===== src/rtl/ym_pkg.sv =====
// ym_pkg
// Shared types and default timing for the YMF262 write scheduler.
//   ym_state_t  : scheduler FSM states (IDLE, SETUP, STROBE, HOLD, RECOVER)
//   ym_entry_t  : one queued bus write {addr[1:0], data[7:0]}
//   YM_*        : default FIFO depth and bus timing, in clk28 cycles
//   ym_max      : integer max, used to size the shared timing counter
package ym_pkg;

    typedef enum logic [2:0] {
        IDLE    = 3'd0,
        SETUP   = 3'd1,
        STROBE  = 3'd2,
        HOLD    = 3'd3,
        RECOVER = 3'd4
    } ym_state_t;

    typedef struct packed {
        logic [1:0] addr;
        logic [7:0] data;
    } ym_entry_t;

    localparam int YM_FIFO_DEPTH  = 4;
    localparam int YM_T_SETUP     = 1;
    localparam int YM_T_WR        = 3;
    localparam int YM_T_HOLD      = 1;
    localparam int YM_T_REC_ADDR  = 16;
    localparam int YM_T_REC_DATA  = 64;

    function automatic int ym_max(input int a, input int b);
        return (a > b) ? a : b;
    endfunction

endpackage


===== src/rtl/ym_wr_fifo.sv =====
// ym_wr_fifo
// Small synchronous FIFO holding CPU writes until the bus sequencer takes them.
// Ports:
//   clk, rst   : clock and synchronous active-high reset (empties the FIFO)
//   push, din  : enqueue din; ignored while full
//   pop        : dequeue the head; ignored while empty
//   dout       : current head entry
//   full/empty : registered status flags
//   empty_nxt  : empty flag as it will be after this edge, so the parent can
//                register status outputs without a cycle of lag
module ym_wr_fifo #(
    parameter int DEPTH = 4,
    parameter int WIDTH = 10
) (
    input  logic             clk,
    input  logic             rst,
    input  logic             push,
    input  logic             pop,
    input  logic [WIDTH-1:0] din,
    output logic [WIDTH-1:0] dout,
    output logic             full,
    output logic             empty,
    output logic             empty_nxt
);

    localparam int AW = $clog2(DEPTH);

    logic [WIDTH-1:0] mem [DEPTH];
    logic [AW:0]      wr_ptr;
    logic [AW:0]      rd_ptr;
    logic [AW:0]      wr_ptr_nxt;
    logic [AW:0]      rd_ptr_nxt;
    logic             do_push;
    logic             do_pop;
    logic             full_nxt;

    // Pointers carry one extra wrap bit: equal pointers mean empty, equal
    // index with differing wrap bit means full.
    always_comb begin
        do_push    = push && !full;
        do_pop     = pop && !empty;
        wr_ptr_nxt = wr_ptr + {{AW{1'b0}}, do_push};
        rd_ptr_nxt = rd_ptr + {{AW{1'b0}}, do_pop};
        empty_nxt  = (wr_ptr_nxt == rd_ptr_nxt);
        full_nxt   = (wr_ptr_nxt[AW] != rd_ptr_nxt[AW]) &&
                     (wr_ptr_nxt[AW-1:0] == rd_ptr_nxt[AW-1:0]);
    end

    always_ff @(posedge clk) begin
        if (rst) begin
            wr_ptr <= '0;
            rd_ptr <= '0;
            empty  <= 1'b1;
            full   <= 1'b0;
        end else begin
            wr_ptr <= wr_ptr_nxt;
            rd_ptr <= rd_ptr_nxt;
            empty  <= empty_nxt;
            full   <= full_nxt;
        end
    end

    // Storage needs no reset; the pointers define which entries are valid.
    always_ff @(posedge clk) begin
        if (do_push) begin
            mem[wr_ptr[AW-1:0]] <= din;
        end
    end

    assign dout = mem[rd_ptr[AW-1:0]];

endmodule


===== src/rtl/ym_write_scheduler.sv =====
// ym_write_scheduler
// Queues Z80 port writes and replays them onto the YMF262 parallel bus with
// setup, strobe, hold and recovery timing (recovery longer after data writes).
// Ports:
//   clk28, rst         : 28 MHz clock, synchronous active-high reset
//   wr_req/addr/data   : write request, accepted while wr_ready=1
//   wr_ready           : FIFO not full
//   busy               : FIFO non-empty or bus sequence in progress
//   overflow           : sticky, a request arrived while wr_ready=0
//   ym_cs_n, ym_wr_n   : chip select / write strobe, active-low
//   ym_a, ym_d, ym_d_oe: address, data and data output enable
// Build option YM_READBACK_EN adds a status read path:
//   rd_req, rd_ready, rd_data, rd_valid, ym_rd_n, ym_d_in
// Without it those ports are absent and the enclosing top ties the YMF262
// read strobe high.
module ym_write_scheduler
    import ym_pkg::*;
#(
    parameter int FIFO_DEPTH = YM_FIFO_DEPTH,
    parameter int T_SETUP    = YM_T_SETUP,
    parameter int T_WR       = YM_T_WR,
    parameter int T_HOLD     = YM_T_HOLD,
    parameter int T_REC_ADDR = YM_T_REC_ADDR,
    parameter int T_REC_DATA = YM_T_REC_DATA
) (
    input  logic       clk28,
    input  logic       rst,
    input  logic       wr_req,
    input  logic [1:0] wr_addr,
    input  logic [7:0] wr_data,
    output logic       wr_ready,
    output logic       busy,
    output logic       overflow,
    output logic       ym_cs_n,
    output logic       ym_wr_n,
    output logic [1:0] ym_a,
    output logic [7:0] ym_d,
    output logic       ym_d_oe
`ifdef YM_READBACK_EN
    ,
    input  logic       rd_req,
    output logic       rd_ready,
    output logic [7:0] rd_data,
    output logic       rd_valid,
    output logic       ym_rd_n,
    input  logic [7:0] ym_d_in
`endif
);

    localparam int T_MAX = ym_max(ym_max(ym_max(T_SETUP, T_WR),
                                         ym_max(T_HOLD, T_REC_ADDR)),
                                  T_REC_DATA);
    localparam int CW = $clog2(T_MAX) + 1;

    // Counter reload values: a state lasts (reload + 1) cycles.
    localparam logic [CW-1:0] LD_SETUP    = CW'(T_SETUP - 1);
    localparam logic [CW-1:0] LD_WR       = CW'(T_WR - 1);
    localparam logic [CW-1:0] LD_HOLD     = CW'(T_HOLD - 1);
    localparam logic [CW-1:0] LD_REC_ADDR = CW'(T_REC_ADDR - 1);
    localparam logic [CW-1:0] LD_REC_DATA = CW'(T_REC_DATA - 1);

    ym_state_t     state;
    logic [CW-1:0] cnt;
    ym_entry_t     wr_entry;
    ym_entry_t     head;
    logic          fifo_full;
    logic          fifo_empty;
    logic          fifo_empty_nxt;
    logic          fifo_push;
    logic          fifo_pop;
    logic          fsm_idle_nxt;
`ifdef YM_READBACK_EN
    logic          rd_start;
    logic          is_read;
`endif

    assign wr_entry.addr = wr_addr;
    assign wr_entry.data = wr_data;

    ym_wr_fifo #(
        .DEPTH (FIFO_DEPTH),
        .WIDTH ($bits(ym_entry_t))
    ) u_fifo (
        .clk       (clk28),
        .rst       (rst),
        .push      (fifo_push),
        .pop       (fifo_pop),
        .din       (wr_entry),
        .dout      (head),
        .full      (fifo_full),
        .empty     (fifo_empty),
        .empty_nxt (fifo_empty_nxt)
    );

    // Acceptance looks only at the registered full flag, so a push that
    // coincides with a pop from a full FIFO is still refused.
    assign wr_ready  = !fifo_full;
    assign fifo_push = wr_req && !fifo_full;
    assign fifo_pop  = (state == IDLE) && !fifo_empty;

`ifdef YM_READBACK_EN
    // A read only starts on an empty, idle scheduler; a write in the same
    // cycle takes priority and the read waits for the bus to drain.
    assign rd_start = rd_req && rd_ready && !fifo_push &&
                      (state == IDLE) && fifo_empty;
`endif

    // Predicts whether the FSM will sit in IDLE after this edge, so busy
    // and rd_ready can be registered without lagging the state.
    always_comb begin
        fsm_idle_nxt = 1'b0;
        case (state)
            IDLE: begin
                fsm_idle_nxt = !fifo_pop;
`ifdef YM_READBACK_EN
                if (rd_start) fsm_idle_nxt = 1'b0;
`endif
            end
            RECOVER: fsm_idle_nxt = (cnt == '0);
            default: fsm_idle_nxt = 1'b0;
        endcase
    end

    // Bus sequencer: one shared down-counter reloaded on every state entry;
    // all pin outputs change on the transition edges.
    always_ff @(posedge clk28) begin
        if (rst) begin
            state    <= IDLE;
            cnt      <= '0;
            ym_cs_n  <= 1'b1;
            ym_wr_n  <= 1'b1;
            ym_a     <= 2'b00;
            ym_d     <= 8'h00;
            ym_d_oe  <= 1'b0;
            busy     <= 1'b0;
            overflow <= 1'b0;
`ifdef YM_READBACK_EN
            is_read  <= 1'b0;
            rd_ready <= 1'b1;
            rd_data  <= 8'h00;
            rd_valid <= 1'b0;
            ym_rd_n  <= 1'b1;
`endif
        end else begin
            if (wr_req && fifo_full) overflow <= 1'b1;
            busy <= !fifo_empty_nxt || !fsm_idle_nxt;
`ifdef YM_READBACK_EN
            rd_ready <= fifo_empty_nxt && fsm_idle_nxt;
            rd_valid <= 1'b0;
`endif
            case (state)
                IDLE: begin
                    if (fifo_pop) begin
                        state   <= SETUP;
                        cnt     <= LD_SETUP;
                        ym_cs_n <= 1'b0;
                        ym_d_oe <= 1'b1;
                        ym_a    <= head.addr;
                        ym_d    <= head.data;
`ifdef YM_READBACK_EN
                        is_read <= 1'b0;
                    end else if (rd_start) begin
                        state   <= SETUP;
                        cnt     <= LD_SETUP;
                        ym_cs_n <= 1'b0;
                        ym_d_oe <= 1'b0;
                        ym_a    <= 2'b00;
                        is_read <= 1'b1;
`endif
                    end
                end
                SETUP: begin
                    if (cnt == '0) begin
                        state <= STROBE;
                        cnt   <= LD_WR;
`ifdef YM_READBACK_EN
                        if (is_read) ym_rd_n <= 1'b0;
                        else         ym_wr_n <= 1'b0;
`else
                        ym_wr_n <= 1'b0;
`endif
                    end else begin
                        cnt <= cnt - CW'(1);
                    end
                end
                STROBE: begin
                    if (cnt == '0) begin
                        state   <= HOLD;
                        cnt     <= LD_HOLD;
                        ym_wr_n <= 1'b1;
`ifdef YM_READBACK_EN
                        ym_rd_n <= 1'b1;
                        if (is_read) begin
                            rd_data  <= ym_d_in;
                            rd_valid <= 1'b1;
                        end
`endif
                    end else begin
                        cnt <= cnt - CW'(1);
                    end
                end
                HOLD: begin
                    if (cnt == '0) begin
                        state   <= RECOVER;
                        cnt     <= ym_a[0] ? LD_REC_DATA : LD_REC_ADDR;
                        ym_cs_n <= 1'b1;
                        ym_d_oe <= 1'b0;
                    end else begin
                        cnt <= cnt - CW'(1);
                    end
                end
                RECOVER: begin
                    if (cnt == '0) begin
                        state <= IDLE;
                    end else begin
                        cnt <= cnt - CW'(1);
                    end
                end
                default: state <= IDLE;
            endcase
        end
    end

endmodule


===== config.mk =====
export PLATFORM = sky130hd
export DESIGN_NAME = ym_write_scheduler
export DESIGN_NICKNAME = d
export VERILOG_FILES = /design/src/rtl/ym_pkg.sv /design/src/rtl/ym_wr_fifo.sv /design/src/rtl/ym_write_scheduler.sv
export SDC_FILE = /design/constraint.sdc
export NUM_CORES = 1
export LEC_CHECK = 0
export ABC_AREA = 1
export BUFFER_PORTS_ARGS = -buffer_cell sky130_fd_sc_hd__clkbuf_2
export CAP_MARGIN = 10
export CORE_MARGIN = 1
export CORE_UTILIZATION = 58
export CTS_CLUSTER_SIZE = 28
export DETAILED_ROUTE_END_ITERATION = 7
export MAX_ROUTING_LAYER = met4
export PLACE_DENSITY = 0.78
export SLEW_MARGIN = 20
export SYNTH_ARGS = -nofsm -noshare
export SYNTH_HDL_FRONTEND = slang
export SYNTH_SLANG_ARGS = --single-unit

===== constraint.sdc =====
create_clock -name clk28 -period 2.2 [get_ports clk28]
set_input_delay 0.11 -clock clk28 [delete_from_list [all_inputs] [get_ports clk28]]
set_output_delay 0.11 -clock clk28 [all_outputs]
set_load 0.05 [all_outputs]

# == Word level (Yosys, flattened, before mapping) ==
# Memory sizes are Yosys's and may differ from the RTL's. A register that Yosys moved wholly into a read port is not among the register bits.
# Index checks and enable logic that the tools add are counted.
# totals
elab_cells,73
in_bits,13
mem_bits_rw,40
output_inout_bits,16
reg_bits,23
mem_count,1
# op_classes
n_eq_ne,13
n_mux,23
addsub,3
n_reduce_logical,22
# memory_table
name,words,word_bits,rd,rd_ports_with_merged_regs,write_ports,line_no,text
u_fifo.mem,4,10,1,1,1,ym_wr_fifo.sv:28,logic [WIDTH-1:0] mem [DEPTH];
# op_table
op,n
7-bit 2-to-1 mux,5
7-bit one-hot mux with 5 select lines,1
3-bit 2-to-1 mux,5
3-bit one-hot mux with 5 select lines,1
2-bit != test (second input constant),6
3-bit AND reduction,3
1-bit one-hot mux with 2 select lines,4
7-bit zero test,1
7-bit by 1-bit subtractor with 7-bit output (second input constant),1
3-bit by 1-bit adder with 3-bit output,2
3-bit by 2-bit == test with 1-bit output (second input constant),2
1-bit logical AND,6
1-bit 2-to-1 mux,6
6-bit 2-to-1 mux,1
1-bit zero test,5
5-bit AND reduction,1
5-bit nonzero test,1
2-bit nonzero test,2
3-bit by 1-bit == test with 1-bit output (second input constant),1
3-bit == test,1
3-bit == test (second input constant),1
3-bit zero test,1
2-bit == test,1
2-bit AND reduction,1
other kinds (2),2

# == Logic depth before layout (Yosys ltp) ==
# Gate-level depths: netlist (run 1).
# depth
depth_word,7
ltp_mapped,11
ltp_nobuf,11

# == Hierarchy ==
# A second synthesis (run 1) with hierarchy kept.
# hier_totals
hier_cells,353
hier_area_um2,3228.1
# by_module_without_submodules
mod,cells_each,n_inst,seq_area_each_um2,area_each_um2
ym_wr_fifo,164,1,1361.3,1939.4
ym_write_scheduler,189,1,500.5,1288.7

# == Least setup slack after synthesis (run 1) ==
# OpenSTA, ideal clock, no wires.
# synth_timing
path_type,register to register
start,reg u_fifo.full
end,"mem u_fifo.mem[2][0], enable pin"
slack_ns,0.242
synth_period_minus_slack_ns,1.958
required_ns,1.810
t_arrival_ns,1.569
setup_ns,0.390
path_buffers,0
stages_incl_launch_ff,4
cell_sequence,dfxtp_1 inv_1 nand2_1 nor3_1
# synth_between
elab_chain_len,5
# synth_lines
item,line_no,text
start: declaration,ym_wr_fifo.sv:21,"output logic full,"
start signal: assignment,ym_wr_fifo.sv:59,full <= full_nxt;
1-bit zero test (*),--,
named net wr_ready,ym_write_scheduler.sv:31,"output logic wr_ready,"
1-bit logical AND,ym_write_scheduler.sv:98,assign fifo_push = wr_req && !fifo_full;
1-bit logical AND (*),ym_wr_fifo.sv:40,do_push = push && !full;
1-bit 2-to-1 mux (*),ym_wr_fifo.sv:65,if (do_push) begin
1-bit 2-to-1 mux (implied by the code) (*),ym_wr_fifo.sv:66,mem[wr_ptr[AW-1:0]] <= din;
end: declaration,ym_wr_fifo.sv:28,
# The timed path passes the listed nets; every way through them passes the cells marked *.

# == Worst setup path after layout (run 1) ==
# layout_timing
start,reg state[0]
end,reg busy
# layout_between
elab_chain_len,7
word_cells_on_any_way,11
classes_between,add/sub: 1; eq/ne: 2; mux: 1; reduce/logical: 7
# layout_lines
item,line_no,text
start: declaration,ym_write_scheduler.sv:62,ym_state_t state;
start signal: assignment,ym_write_scheduler.sv:128,state <= IDLE;
start signal: assignment,ym_write_scheduler.sv:154,state <= SETUP;
start signal: assignment,ym_write_scheduler.sv:174,state <= STROBE;
3-bit zero test,"ym_write_scheduler.sv:99, ym_write_scheduler.sv:112",
1-bit logical AND,ym_write_scheduler.sv:99,assign fifo_pop = (state == IDLE) && !fifo_empty;
1-bit logical AND,ym_wr_fifo.sv:41,do_pop = pop && !empty;
3-bit by 1-bit adder with 3-bit output,ym_wr_fifo.sv:43,"rd_ptr_nxt = rd_ptr + {{AW{1'b0}}, do_pop};"
3-bit == test,ym_wr_fifo.sv:44,empty_nxt = (wr_ptr_nxt == rd_ptr_nxt);
1-bit zero test,ym_write_scheduler.sv:146,busy <= !fifo_empty_nxt || !fsm_idle_nxt;
1-bit logical OR (*),ym_write_scheduler.sv:146,
end signal: assignment,ym_write_scheduler.sv:146,
end: declaration,ym_write_scheduler.sv:32,"output logic busy,"
# Mark *: on every way between the ends. The rest lies on a longest branch, timed or not.
# A chain may end at the register's enable or synchronous reset.

==> impl_metrics.py, run 1 <==
metrics = {
    "detailed_routing": {
        "avgRoutedWirePerCell_um": 13.4,
        "dr.pass1.iters": 4,
        "drcViolationCount": 0,
        "drt_iter0_markers": 113,
        "viasPerCell": 5.19,
        "dr_total_vias": 2288,
        "ant_nets": 0,
        "routed_wl_um": 5890,
    },
    "hold_path": {
        "min_from": "wr_req",
        "hold_path.class": "input port to flop",
        "hold_depth": 3,
        "min_to": "overflow$_SDFFE_PP0P_",
    },
    "floorplan": {
        "core_area_um2": 5110,
        "die-area_um2": 5600,
        "io_pins": 29,
        "num_rows": 26,
        "start_util_pct": 60.2,
        "die_w_um": 74.8,
        "die_h_um": 74.8,
    },
    "sta": {
        "timing.fmax_mhz": 531,
        "worstMarginPinSlew_ps": 504,
        "period_needed_ps": 1880,
        "finalHoldViolCount": 0,
        "post-route-period-util_pct": 85.6,
        "rsz0062_at_grt": "no",
        "slew_viol_final": 0,
        "setup_violations": 0,
        "setup_ws_ps": 318,
        "relSlewSlack_pct": 66.3,
        "final.setup.tns_ps": 0,
        "skew_ps": 6.95,
    },
    "logic_synthesis": {
        "yosysTopAreaCell": "edfxtp_1",
        "synth.cell_area_um2": 3080,
        "synth-edff-count": 40,
        "synthesis.instances": 320,
        "synth_area_leaders": "edfxtp_1, dfxtp_1, nor2_1, nand2_1, o21ai_0",
        "async_flop_share_pct": 0,
        "synth_commonest_cells": "nor2_1, nand2_1, edfxtp_1",
        "synth.most_common_cell": "nor2_1",
        "postSynthAreaPerCell_um2": 9.61,
        "ys_ff_latch": 73,
        "yosysWarnings": 0,
        "yosysTopAreaCellShare_pct": 39.0,
        "synth.net_count": 339,
        "yosysSeqAreaShare_pct": 60.5,
        "synth_flop_cell": "edfxtp_1",
        "yosysUniqueCellTypes": 30,
    },
    "worst_setup_path": {
        "r2r_end": "busy$_SDFF_PP0_",
        "cp-end-kind": "flop",
        "required_ps": 2420,
        "ff2ff_path_depth": 9,
        "slowest_delay_ps": 430,
        "critPathMaxFanout": 5,
        "start_kind": "flop",
        "cp_cell_sequence": "nor2_2, nand2_2, nor2_2, ha_1, ha_1, xnor2_1, xor2_1, o21ai_0, nand2_1",
        "reg2reg_from": "state[0]$_SDFFE_PP0P_",
        "crit_type": "flop to flop",
        "cp.arrival_ps": 2100,
        "regToRegSetupSlack_ps": 320,
        "cp_slowest_cell": "dfxtp_1",
    },
    "run": {
        "max_cap_viol_count": 0,
    },
    "cells_and_area": {
        "nets": 385,
        "synthToLayoutAreaGrowth_pct": 17.7,
        "diodes": 0,
        "final_layout_size_suffix_gt1_share_pct": 18.6,
    },
    "grt": {
        "grt_util_all_layers_pct": 24.3,
        "grt_max_degree": 22,
        "grt_pass1_wl_um": 9330,
        "antenna_found_initial": 0,
        "overflow": 0,
        "grt_pass1_vias": 2140,
    },
    "cts": {
        "hold_buffers": 10,
        "cts_tree": "yes",
        "ctsResizeCount": 0,
        "clk_pin_slew_ps": 80,
        "root_buffer": "clkbuf_8",
        "numClockSinks": 73,
        "clkLatencyLatePin_ps": 340,
        "cts_made_buffers": 9,
        "post-cts-setup-buffers": 0,
        "cts-htree-levels": 3,
        "clk_path_buf_depth": 2,
    },
    "pwr": {
        "p_leak_nw": 1.50,
        "ir_drop_mv": 0.795,
        "power_density_nw_per_um2": 1350,
    },
    "placement": {
        "post-place-ws_ps": 458,
        "gp_congestion": 0.881,
        "numPortBuffers": 28,
        "hpwlAfterDp_um": 3740,
    },
    "outcome": {
        "status": "complete, no violations",
    },
}
## stage by stage
step / utilization, % / instance area [um^2] / instances / hold slack (ps) / total power, W
finish: 70.9 / 3620 / 441 / 17.6 / 0.00490
global route: 70.9 / 3620 / 441 / 39.4 / 0.00524
CTS: 70.9 / 3620 / 441 / 4.56 / 0.00492
detailed placement: 64.9 / 3320 / 415 / 330 / 0.00384
global placement: 64.9 / 3320 / 415 / 327 / 0.00380
floorplan: - / 3080 / 320 / 209 / 0.00343
## per-layer routing
| metal | GRT usage, % | wire length (um) |
|---|---|---|
| met1 | 25.2 | 2370 |
| met2 | 42.6 | 3150 |
| met5 | - | 0 |
| met4 | 12.6 | 118 |
| met3 | 5.76 | 255 |
## final cells by class
| cell class | count | area (um^2) |
|---|---|---|
| multi-input combinational | 205 | 1050 |
| sequential | 73 | 1860 |
| fill | 392 | 1490 |
| clock buffer | 11 | 153 |
| tap | 70 | 87.6 |
| inverter | 32 | 120 |
| clock inverter | 5 | 52.6 |
| timing repair buffer | 45 | 293 |
## critical path, delay by kind of cell (launching register included)
kind,cells,cell delay (ps)
AO/OA/AOI/OAI,1,240
XOR/XNOR,2,390
adder cells (fa/ha/maj),2,400
flip-flops,1,430
AND/OR/NAND/NOR,4,310
## registers in the layout, summed over array words and instances, names as in the netlist, 2 cells and up
name / cells
u_fifo.mem: 40
u_fifo.wr_ptr: 3
u_fifo.rd_ptr: 3
state: 3
cnt: 7
ym_d: 8
ym_a: 2
## logic make-up (layout without fill, tap and decap cells)
group	after synthesis	after routing	share of synthesized area [%]
AOI/OAI and AO/OA	58	58	10.2
xor gates and xnor gates	5	5	1.42
adders and majority gates	6	6	2.44
buffers and inverters	42	93	5.25
DFF	73	73	60.5
and+or+nand+nor	136	136	20.2
## placed cells by master (no fill, tap or decap), drive strengths merged
cell type    instances
nand4                1
nor3b                1
edfxtp              40
nand3               14
nor3                 6
ha                   6
a31oi               10
nand2               53
a21oi                9
a211oi               1
clkinv               5
nor2                61
clkbuf              39
o21ai               36
buf                  7
bufinv               1
xnor2                4
inv                 31
dfxtp               33
xor2                 1
o211ai               2
dlygate4sd3         10
## power breakdown
| group | total [W] | internal (W) | switching (W) |
|---|---|---|---|
| logic | 0.00202 | 0.000625 | 0.00139 |
| registers | 0.00181 | 0.00166 | 0.000152 |
| clock network | 0.00107 | 0.000590 | 0.000482 |
| total | 0.00490 | 0.00287 | 0.00203 |
## worst max path at each step
stage	start	to	slack, ps	depth (start not counted)
floorplan	u_fifo.full$_SDFF_PP0_	u_fifo.mem[2][0]$_DFFE_PP_	240	3
global placement	state[0]$_SDFFE_PP0P_	busy$_SDFF_PP0_	550	9
detailed placement	state[0]$_SDFFE_PP0P_	busy$_SDFF_PP0_	460	9
CTS	state[0]$_SDFFE_PP0P_	busy$_SDFF_PP0_	340	9
global route	state[0]$_SDFFE_PP0P_	busy$_SDFF_PP0_	180	9
finish	state[0]$_SDFFE_PP0P_	busy$_SDFF_PP0_	320	9
Power figures use the tool's default switching activity.
==> run 2: changes to the inputs <==
--- a/config.mk
+++ b/config.mk
@@ -8,13 +8,14 @@
 export ABC_AREA = 1
 export BUFFER_PORTS_ARGS = -buffer_cell sky130_fd_sc_hd__clkbuf_2
 export CAP_MARGIN = 10
+export CORE_ASPECT_RATIO = 0.9
 export CORE_MARGIN = 1
 export CORE_UTILIZATION = 58
 export CTS_CLUSTER_SIZE = 28
 export DETAILED_ROUTE_END_ITERATION = 7
 export MAX_ROUTING_LAYER = met4
 export PLACE_DENSITY = 0.78
-export SLEW_MARGIN = 20
+export SLEW_MARGIN = 15
 export SYNTH_ARGS = -nofsm -noshare
 export SYNTH_HDL_FRONTEND = slang
 export SYNTH_SLANG_ARGS = --single-unit
==> run 2 against run 1 <==
Compared with the run above: die area is essentially flat; critical path depth is the same; largest power group unchanged; total power shrank 1.1%; global-route usage grew 0.55 points; wire length shrank 1.2%; cell area shrank 0.45%.
==> impl_metrics.py, run 2 (synthesis gave the netlist of run 1 again) <==
metrics = {
    "grt": {
        "grt_util_all_layers_pct": 24.8,
        "antenna_found_initial": 0,
        "grt_pass1_wl_um": 9830,
        "grt_pass1_vias": 2238,
        "overflow": 0,
        "grt_max_degree": 22,
    },
    "cells_and_area": {
        "final_common_cell": "nor2_1",
        "n_fill_cell": 383,
        "mostFrequentLayoutCells": "nor2_1, nand2_1, edfxtp_1, o21ai_0, dfxtp_1",
        "final_layout_size_suffix_gt1_share_pct": 18.9,
        "largest_reg_flops": 40,
        "nets": 385,
        "fin_cells": 436,
        "diodes": 0,
        "synthToLayoutAreaGrowth_pct": 17.2,
        "final_core_util_pct": 72.3,
    },
    "pwr": {
        "p_int_w": 0.00281,
        "power_density_nw_per_um2": 1340,
        "p_comb_share_pct": 41.9,
        "finalPower_w": 0.00485,
        "p_clk_share_pct": 20.8,
        "power_switching_w": 0.00204,
        "p_leak_nw": 1.49,
        "p_seq_share_pct": 37.3,
        "switching_share_pct": 42.0,
        "ir_drop_mv": 0.839,
    },
    "worst_setup_path": {
        "r2r_end": "busy$_SDFF_PP0_",
        "reg2reg_from": "state[0]$_SDFFE_PP0P_",
        "critPathMaxFanout": 5,
        "cp.arrival_ps": 1960,
        "crit_start": "state[0]$_SDFFE_PP0P_",
        "crit_path_end": "busy$_SDFF_PP0_",
        "regToRegSetupSlack_ps": 470,
        "start_kind": "flop",
        "ff2ff_path_depth": 9,
        "required_ps": 2430,
        "cp-end-kind": "flop",
        "crit_type": "flop to flop",
    },
    "placement": {
        "numPortBuffers": 28,
        "gp_congestion": 0.815,
        "post-place-ws_ps": 467,
        "hpwlAfterDp_um": 3840,
        "dp.cells": 410,
    },
    "floorplan": {
        "die-area_um2": 5600,
        "die_h_um": 71.1,
        "num_rows": 24,
        "core_area_um2": 4980,
        "start_util_pct": 61.7,
        "die_w_um": 78.8,
        "io_pins": 29,
    },
    "cts": {
        "clk_path_buf_depth": 2,
        "post-cts-setup-buffers": 0,
        "cts-htree-levels": 3,
        "clk_pin_slew_ps": 70,
        "cts_made_buffers": 9,
        "clkLatencyLatePin_ps": 340,
        "root_buffer": "clkbuf_8",
        "hold_buffers": 10,
        "cts_tree": "yes",
        "numClockSinks": 73,
        "ctsResizeCount": 0,
    },
    "run": {
        "max_cap_viol_count": 0,
    },
    "sta": {
        "final.setup.tns_ps": 0,
        "timing.fmax_mhz": 577,
        "worstMarginPinSlew_ps": 533,
        "post-route-period-util_pct": 78.8,
        "finalHoldViolCount": 0,
        "setup_violations": 0,
        "period_needed_ps": 1730,
        "slew_viol_final": 0,
        "rsz0062_at_grt": "no",
        "relSlewSlack_pct": 64.5,
        "setup_ws_ps": 467,
        "skew_ps": 6.46,
    },
    "detailed_routing": {
        "routed_wl_um": 5820,
        "dr_total_vias": 2274,
        "ant_nets": 0,
        "avgRoutedWirePerCell_um": 13.3,
        "drcViolationCount": 0,
        "drt_iter0_markers": 75,
        "viasPerCell": 5.22,
        "dr.pass1.iters": 4,
    },
    "hold_path": {
        "hold_path.class": "input port to flop",
        "hold_depth": 3,
        "min_from": "wr_req",
    },
    "outcome": {
        "status": "complete, no violations",
    },
}
==> run 2: cell types whose count changed in the layout (fill, tap and decap cells not counted), sizes merged <==
cell and delta:
clkinvlp +2, clkbuf -1, clkinv -1
==> run 2: how the worst min path moves through the flow <==
stage                                            end
after detailed placement  u_fifo.mem[1][7]$_DFFE_PP_
final                          overflow$_SDFFE_PP0P_
after floorplan           u_fifo.mem[0][0]$_DFFE_PP_
after global placement    u_fifo.mem[3][7]$_DFFE_PP_
after CTS                      overflow$_SDFFE_PP0P_
after global routing           overflow$_SDFFE_PP0P_
==> run 2: layer usage <==
metal  vias up  part of all wire [%]  global-route usage [%]
met5         -                     0                       -
met2        61                    49                    39.8
met3        13                   4.6                    8.00
met1      1039                    44                    28.4
met4         0                   2.3                    11.3
li1       1161                     -                       -
==> run 2: final cells by class <==
type                    count  area (um^2)  share of cell area (%)
repair buffers             45          293                    8.12
well taps                  65         81.3                    2.26
clock inverters             6         67.6                    1.87
flip-flops and latches     73         1860                    51.6
multi-input cells         205         1050                    29.2
clock buffers              10          128                    3.54
inverters                  32          120                    3.33
==> run 2: power groups by stage <==
stage | registers [W] | logic, W | clock network (W)
finish | 0.00181 | 0.00203 | 0.00101
global placement | 0.00183 | 0.00197 | 0
detailed placement | 0.00184 | 0.00201 | 0
floorplan | 0.00216 | 0.00128 | 0
CTS | 0.00181 | 0.00203 | 0.00103
global route | 0.00183 | 0.00227 | 0.00109
==> run 2: metrics by stage <==
step | area [um^2] | hold WS, ps
finish | 3600 | 9.41
detailed placement | 3310 | 329
CTS | 3600 | 0.423
global route | 3600 | 30.5
floorplan | 3080 | 209
global placement | 3310 | 326
==> run 2: critical path: stages, from the launching register on <==
cell and delay (ps):
dfxtp_1 420, nor2_2 90, nand2_2 80, nor2_2 50
ha_1 170, ha_1 190, xnor2_1 230, xor2_1 110
o21ai_0 200, nand2_1 80
==> run 3: changes to the inputs <==
--- a/config.mk
+++ b/config.mk
@@ -10,11 +10,11 @@
 export CAP_MARGIN = 10
 export CORE_ASPECT_RATIO = 0.9
 export CORE_MARGIN = 1
-export CORE_UTILIZATION = 58
+export CORE_UTILIZATION = 52
 export CTS_CLUSTER_SIZE = 28
 export DETAILED_ROUTE_END_ITERATION = 7
 export MAX_ROUTING_LAYER = met4
-export PLACE_DENSITY = 0.78
+export PLACE_DENSITY = 0.74
 export SLEW_MARGIN = 15
 export SYNTH_ARGS = -nofsm -noshare
 export SYNTH_HDL_FRONTEND = slang
==> constraint.sdc (replaced) <==
create_clock -name clk28 -period 1.58 [get_ports clk28]
set_input_delay 0.079 -clock clk28 [delete_from_list [all_inputs] [get_ports clk28]]
set_output_delay 0.079 -clock clk28 [all_outputs]
set_load 0.05 [all_outputs]
==> run 3 against run 2 <==
Compared with the run above: global-route usage is 3.3 points lower; maximum frequency grew 12%; cell area is 6.0% higher; flip-flop and latch count unchanged; clock power is 35% higher; critical path type unchanged.
==> impl_metrics.py, run 3 (synthesis gave the netlist of run 1 again) <==
metrics = {
    "sta": {
        "final.setup.tns_ps": 0,
        "post-route-period-util_pct": 98.2,
        "timing.fmax_mhz": 645,
        "worstMarginPinSlew_ps": 549,
        "setup_violations": 0,
        "slew_viol_final": 0,
        "finalHoldViolCount": 0,
        "skew_ps": 6.96,
        "relSlewSlack_pct": 63.4,
        "rsz0062_at_grt": "yes",
        "period_needed_ps": 1550,
    },
    "pwr": {
        "power_density_nw_per_um2": 1820,
        "finalPower_w": 0.00695,
        "p_leak_nw": 1.54,
        "ir_drop_mv": 1.50,
    },
    "cells_and_area": {
        "final_common_cell": "nor2_1",
        "diodes": 0,
        "synthToLayoutAreaGrowth_pct": 24.2,
        "mostFrequentLayoutCells": "nor2_1, nand2_1, edfxtp_1, o21ai_0",
        "final_layout_size_suffix_gt1_share_pct": 27.6,
        "final_core_util_pct": 67.1,
        "largest_reg_flops": 40,
        "nets": 395,
    },
    "hold_path": {
        "min_to": "overflow$_SDFFE_PP0P_",
        "min_from": "wr_req",
        "hold_depth": 3,
        "hold_path.class": "input port to flop",
    },
    "cts": {
        "clk_path_buf_depth": 2,
        "numClockSinks": 73,
        "clk_pin_slew_ps": 80,
        "cts-htree-levels": 3,
        "root_buffer": "clkbuf_8",
        "cts_tree": "yes",
        "cts_made_buffers": 9,
        "clkLatencyLatePin_ps": 350,
    },
    "worst_setup_path": {
        "regToRegSetupSlack_ps": 30,
        "reg2reg_from": "u_fifo.full$_SDFF_PP0_",
        "crit_type": "flop to flop",
        "cp-end-kind": "flop",
        "required_ps": 1830,
        "r2r_end": "busy$_SDFF_PP0_",
        "critPathMaxFanout": 2,
        "cp.arrival_ps": 1800,
        "ff2ff_path_depth": 10,
        "start_kind": "flop",
    },
    "floorplan": {
        "die_w_um": 83.1,
        "die-area_um2": 6230,
        "die_h_um": 75.0,
        "start_util_pct": 54.0,
        "num_rows": 26,
        "io_pins": 29,
        "core_area_um2": 5690,
    },
    "detailed_routing": {
        "drt_iter0_markers": 211,
        "viasPerCell": 5.06,
        "routed_wl_um": 6040,
        "drcViolationCount": 0,
        "avgRoutedWirePerCell_um": 13.4,
        "dr.pass1.iters": 5,
        "dr_total_vias": 2282,
        "ant_nets": 0,
    },
    "grt": {
        "grt_util_all_layers_pct": 21.6,
        "grt_max_degree": 22,
        "overflow": 0,
        "antenna_found_initial": 0,
        "grt_pass1_wl_um": 9690,
        "grt_pass1_vias": 2059,
    },
    "placement": {
        "gp_congestion": 0.821,
        "numPortBuffers": 28,
        "hpwlAfterDp_um": 4010,
    },
    "run": {
        "max_cap_viol_count": 0,
    },
    "outcome": {
        "status": "complete, no violations",
    },
}
run 3: cell count changes in the layout (fill, tap and decap cells not counted), moves of 4 or more:
cell and delta:
nor3_1 -4, inv_1 -4, buf_4 +8, ha_4 +4
ha_1 -4, dfxtp_2 +5, nor3_2 +4, dfxtp_1 -5
run 3: power breakdown:
part	leakage [nW]	internal (W)	total [W]	switching [W]
Combinational	0.810	0.00101	0.00305	0.00204
Clock	0.0892	0.000602	0.00136	0.000761
Sequential	0.640	0.00231	0.00253	0.000221
run 3: critical path: stages, from the launching register on:
cell,delay (ps)
dfxtp_2,370
clkinvlp_4,110
nand2_4,60
inv_2,40
ha_4,150
ha_4,260
inv_2,30
nand2_1,50
nand4_1,140
o21ai_2,180
nand2_1,60
run 3: stage by stage:
step                      area [um^2]  hold slack (ps)  setup WS, ps  std cells
after floorplan                  3150              178          -156        320
after global placement           3430              295          64.9        422
after detailed placement         3430              304          5.46        422
after CTS                        3730             4.68         -1.65        448
after global routing             3820             31.3         -72.4        451
final                            3820             17.2          28.6        451
run 3: worst max-delay path by stage:
stage / from / endpoint / slack (ps)
after global routing: state[2]$_SDFFE_PP0P_ / busy$_SDFF_PP0_ / -70
after floorplan: u_fifo.full$_SDFF_PP0_ / busy$_SDFF_PP0_ / -160
final: u_fifo.full$_SDFF_PP0_ / busy$_SDFF_PP0_ / 30
after CTS: state[0]$_SDFFE_PP0P_ / busy$_SDFF_PP0_ / -2
after detailed placement: state[2]$_SDFFE_PP0P_ / u_fifo.full$_SDFF_PP0_ / 5
after global placement: state[0]$_SDFFE_PP0P_ / busy$_SDFF_PP0_ / 60
run 3: layout make-up:
type | count | area (um^2)
Sequential cell | 73 | 1870
Multi-Input combinational cell | 205 | 1180
Clock inverter | 7 | 61.3
Inverter | 32 | 128
Clock buffer | 9 | 124
Timing Repair inverter | 1 | 7.51
Tap cell | 70 | 87.6
Fill cell | 442 | 1870
Timing Repair Buffer | 54 | 364
run 3: repair_timing:
| item | 4_1_cts | 5_1_grt |
|---|---|---|
| resized for setup | 2 | 17 |
| gates cloned | 0 | 1 |
| setup buffers | 0 | 2 |
| pin swaps | 0 | 10 |
| endpoints found under the hold margin | 40 | 0 |
| hold buffers | 10 | 0 |
| setup endpoints to repair | 1 | 5 |
run 3: per-layer routing:
metal,wire length [um],GRT usage (%)
met1,2740,26.8
met2,2870,34.5
met3,346,6.91
met4,89,5.94
met5,0,-
